<file path="src/rtl/reg_file.sv">
// reg_file: architectural register file for the single-cycle datapath.
//   clk       rising-edge clock
//   reset     synchronous active-high; clears every entry and wr_count
//   A1, A2    asynchronous read addresses -> RD1 (ALU SrcA), RD2 (SrcB mux / store data)
//   A3, WD3,  synchronous write port; a write to address 0 is discarded
//   WE3
//   dbg_addr  debug read address -> dbg_data (stored contents only, never forwarded)
//   wr_count  committed writes since reset, saturating at 16'hFFFF
// Register 0 always reads zero. With BYPASS=1, a same-cycle write is forwarded
// to RD1/RD2 (write-first); reset suppresses that forwarding.
module reg_file #(
    parameter int unsigned WIDTH      = 32,
    parameter int unsigned DEPTH_LOG2 = 5,
    parameter int unsigned BYPASS     = 0
) (
    input  logic                  clk,
    input  logic                  reset,
    input  logic [DEPTH_LOG2-1:0] A1,
    input  logic [DEPTH_LOG2-1:0] A2,
    input  logic [DEPTH_LOG2-1:0] A3,
    input  logic [WIDTH-1:0]      WD3,
    input  logic                  WE3,
    output logic [WIDTH-1:0]      RD1,
    output logic [WIDTH-1:0]      RD2,
    input  logic [DEPTH_LOG2-1:0] dbg_addr,
    output logic [WIDTH-1:0]      dbg_data,
    output logic [15:0]           wr_count
);

    localparam int unsigned DEPTH     = 1 << DEPTH_LOG2;
    localparam int unsigned CNT_W     = 16;
    localparam logic [CNT_W-1:0] CNT_MAX = '1;

    logic [WIDTH-1:0] mem [DEPTH];

    // A write only lands when out of reset, enabled, and not aimed at r0.
    logic commit_c;
    assign commit_c = !reset && WE3 && (A3 != '0);

    // Forwarding is only possible on a write that will actually commit.
    logic fwd_en_c;
    assign fwd_en_c = (BYPASS != 0) && commit_c;

    // Storage and write counter; reset wins over a simultaneous write.
    always_ff @(posedge clk) begin
        if (reset) begin
            for (int i = 0; i < int'(DEPTH); i++) begin
                mem[i] <= '0;
            end
            wr_count <= '0;
        end else if (commit_c) begin
            mem[A3] <= WD3;
            if (wr_count != CNT_MAX) begin
                wr_count <= wr_count + CNT_W'(1);
            end
        end
    end

    // Read port 1: r0 is forced to zero ahead of any forwarding.
    always_comb begin
        RD1 = mem[A1];
        if (fwd_en_c && (A1 == A3)) begin
            RD1 = WD3;
        end
        if (A1 == '0) begin
            RD1 = '0;
        end
    end

    // Read port 2: same rules as port 1.
    always_comb begin
        RD2 = mem[A2];
        if (fwd_en_c && (A2 == A3)) begin
            RD2 = WD3;
        end
        if (A2 == '0) begin
            RD2 = '0;
        end
    end

    // Debug port shows stored contents only.
    always_comb begin
        dbg_data = mem[dbg_addr];
        if (dbg_addr == '0) begin
            dbg_data = '0;
        end
    end

endmodule

</file>
<file path="config.mk">
export PLATFORM = sky130hd
export DESIGN_NAME = reg_file
export DESIGN_NICKNAME = d
export VERILOG_FILES = /design/src/rtl/reg_file.sv
export SDC_FILE = /design/constraint.sdc
export NUM_CORES = 2
export LEC_CHECK = 0
export CELL_PAD_IN_SITES_DETAIL_PLACEMENT = 1
export CELL_PAD_IN_SITES_GLOBAL_PLACEMENT = 1
export CORE_UTILIZATION = 25
export CTS_BUF_LIST = sky130_fd_sc_hd__clkbuf_16
export CTS_CLUSTER_SIZE = 20
export DETAILED_ROUTE_END_ITERATION = 7
export HOLD_SLACK_MARGIN = 0.02
export PLACE_DENSITY = 0.45
export RECOVER_POWER = 50
export SYNTH_ARGS = -nofsm -noshare
export SYNTH_HDL_FRONTEND = slang
export SYNTH_SLANG_ARGS = --single-unit
export TNS_END_PERCENT = 50
</file>
<file path="constraint.sdc">
create_clock -name clk -period 3 [get_ports clk]
set_clock_uncertainty 0.05 [all_clocks]
set_input_delay 0.75 -clock clk [delete_from_list [all_inputs] [get_ports clk]]
set_output_delay 0.75 -clock clk [all_outputs]
set_load 0.02 [all_outputs]
</file>
==> impl_metrics.json <==
{
  "met1_usage": 0.297,
  "ys.warnings.count": 0,
  "synth_top_area_frac": 0.483,
  "antenna_found_initial": 14,
  "grt_pass1_vias": 46985,
  "clkTransAtPathRegs_ns": 0.05,
  "final_util": 0.344,
  "htree_num_levels": 4,
  "synthArstFlopShare": 0,
  "hold_class": "register to register",
  "dp.cells": 8316,
  "path_max_fanout": 8,
  "use_met2": 0.375,
  "grt-ovfl-total": 0,
  "wl_um": 290000,
  "cp_data_arrival_time_ns": 2.91,
  "setup_slack_ns": -0.713,
  "gp_congestion": 0.845,
  "whs_ns": 0.490,
  "synth.area.top_cells": "edfxtp_1, mux4_2, and2_1, mux2_2, mux2i_1",
  "irDropWorstVdd_mv": 0.446,
  "synth-edff-count": 1024,
  "nNetsFinal": 5346,
  "top_usage_layer": "met2",
  "drive_gt1_frac": 0.507,
  "criticalPathCategory": "input port to primary output",
  "grt_use_met3": 0.0288,
  "rsz0062_at_grt": "true",
  "crit_required_ns": 2.20,
  "hold_buffers": 0,
  "seqCellArea_um2": 31100,
  "syn-instance-count": 4217,
  "crit_path_top_delay_cell": "mux4_2",
  "cp-end-kind": "primary output",
  "dieHeight_um": 507,
  "start_kind": "input port",
  "rows": 184,
  "first_iter_violations": 3553,
  "avgSynthCellArea_um2": 15.1,
  "max_freq_ghz": 0.269,
  "cts_buffer_depth": 3,
  "tritoncts": "built",
  "grt_max_degree": 41,
  "cpPeakStageDelay_ns": 0.50,
  "yosys.cell_types.count": 45,
  "fin_setup_tns_ns": -65.18,
  "timing.final.crit_share": 1.24,
  "status": "complete, but fails checks",
  "ant_nets": 0,
  "critPathTopFamily": "buffers and inverters",
  "cts.sinks": 1040,
  "dp_hpwl_um": 206000,
  "die_w_um": 507,
  "ios": 167,
  "clock_latency_ns": 0.80,
  "critPathBufInv": 8,
  "violations": "max-capacitance violations, max-slew violations, negative setup slack",
  "first_pass_iters": 5,
  "start_util": 0.252,
  "root_buffer": "clkbuf_16",
  "instances_no_fill": 8755,
  "yosysMostFrequentCell": "edfxtp_1",
  "viasPerCell": 5.13,
  "ys_ff_latch": 1040,
  "synth_top_area_cell": "edfxtp_1",
  "fillers": 25967,
  "relSlewSlack": -0.107,
  "tightest_slew_ns": 1.66,
  "port_buffers": 166,
  "drv_slew": 40,
  "wire_per_inst_um": 33.1,
  "cts_buffers": 134,
  "total_power_uw": 43300,
  "synth_commonest_cells": "edfxtp_1, and2_1, mux4_2, clkbuf_1, mux2_2",
  "hold_violations": 0,
  "crit_top_cell": "buf_4",
  "multi_input_area_um2": 32600,
  "areaGrowthSynthToFinish_pct": 36.1,
  "core_area_um2": 252000,
  "finalSetupViolations": 330,
  "drcViolationCount": 0,
  "maxCapViolCount": 1,
  "crit_chain": "buf_16 > buf_12 > buf_16 > buf_4 > buf_6 > buf_6 > mux4_2 > mux2i_2 > buf_4 > a21oi_2 > o21ai_2 > a21oi_1 > buf_4",
  "ys.flop_type": "edfxtp_1",
  "vias": 44928,
  "syn_area_um2": 63700,
  "leakage_uw": 0.0308,
  "p_per_area_nw_per_um2": 499,
  "layout_min_cycle_time_ns": 3.71,
  "ys_seq_area_frac": 0.488,
  "grt_pass1_wl_um": 398000,
  "die_area_um2": 257000,
  "track_usage": 0.223
}
==> state kept, by name, indices dropped and copies added (netlist names) <==
name      count
wr_count     16
mem        1024
==> area by class of cell <==
| class | count | area share |
|---|---|---|
| well taps | 3348 | 0.0483 |
| repair buffers | 1379 | 0.167 |
| diodes | 12 | 0.000346 |
| inverters | 1 | 0.0000433 |
| multi-input cells | 2734 | 0.376 |
| clock inverters | 103 | 0.0101 |
| clock buffers | 138 | 0.0398 |
| flip-flops and latches | 1040 | 0.358 |
==> where the power goes <==
| group | switching (µW) | internal (µW) | leakage (µW) |
|---|---|---|---|
| clock | 6870 | 9530 | 0.00218 |
| combinational | 4800 | 4720 | 0.0188 |
| sequential | 589 | 16800 | 0.00988 |
| total | 12300 | 31000 | 0.0308 |
==> final timing paths <==
| check | start | to | slack, ns | cells after the start |
|---|---|---|---|---|
| setup / recovery | A1[1] | RD1[16] | -0.71 | 13 |
| hold / removal | wr_count[4]$_SDFFE_PP0P_ | wr_count[4]$_SDFFE_PP0P_ | 0.49 | 2 |
| setup reg to reg | wr_count[12]$_SDFFE_PP0P_ | wr_count[4]$_SDFFE_PP0P_ | 0.96 | 5 |
| hold reg to reg | wr_count[4]$_SDFFE_PP0P_ | wr_count[4]$_SDFFE_PP0P_ | 0.49 | 2 |
==> routing by layer <==
layer | vias up | wire length (µm)
li1 | 18860 | -
met1 | 24389 | 124000
met2 | 1361 | 143000
met3 | 318 | 13900
met4 | 0 | 9350
met5 | - | 0
==> what timing repair did <==
item                                    CTS  global route
buffers inserted                        119            71
pin swaps                                48            54
cloned                                   17             5
resized for setup                       734           300
endpoints found under the setup margin   96            96
==> through the flow <==
step,area [µm²],setup WS (ns)
finish,86700,-0.713
global route,86700,-0.723
CTS,85700,-0.719
detailed placement,77600,-1.43
global placement,77600,-1.40
floorplan,63900,-0.00410
==> cell families after synthesis <==
kind of cell | count (synthesis) | synth area share
multiplexers | 1056 | 0.320
flip-flops | 1040 | 0.488
adder cells (fa/ha/maj) | 1 | 0.000196
other | 1 | 0.0000589
XOR/XNOR | 12 | 0.00165
AND/OR/NAND/NOR | 1232 | 0.115
buffers and inverters | 474 | 0.0368
AO/OA/AOI/OAI | 401 | 0.0377
==> worst reg2reg max path: stages, from the launching register on <==
cell and delay (ns):
dfxtp_1 0.42, and4_1 0.31, nand4_1 0.21, o21ai_0 0.62, o21ai_0 0.19, a21oi_1 0.16
==> cells in the final DEF, fill, tap and decap left out, types with 37 or more instances in the layout <==
cell             synthesis  layout
mux4_2                 762     763
mux2_4                   0      38
clkinv_1                 0      38
nor2_1                  77      52
clkbuf_1               261      37
mux2_2                 167     129
edfxtp_1              1024    1024
clkbuf_16                0     143
o21ai_2                  1      46
clkdlybuf4s50_1          0      52
buf_6                   29     163
and2_0                   0     196
buf_4                   48     799
and2_1                1001     805
a21oi_1                124      60
nand2_1                 77      65
mux2i_1                121      88
buf_12                   0     186
clkbuf_2                 0      38
a22oi_1                 71      51
buf_16                   0      42
Note: power is estimated with default switching activity, not from simulation.
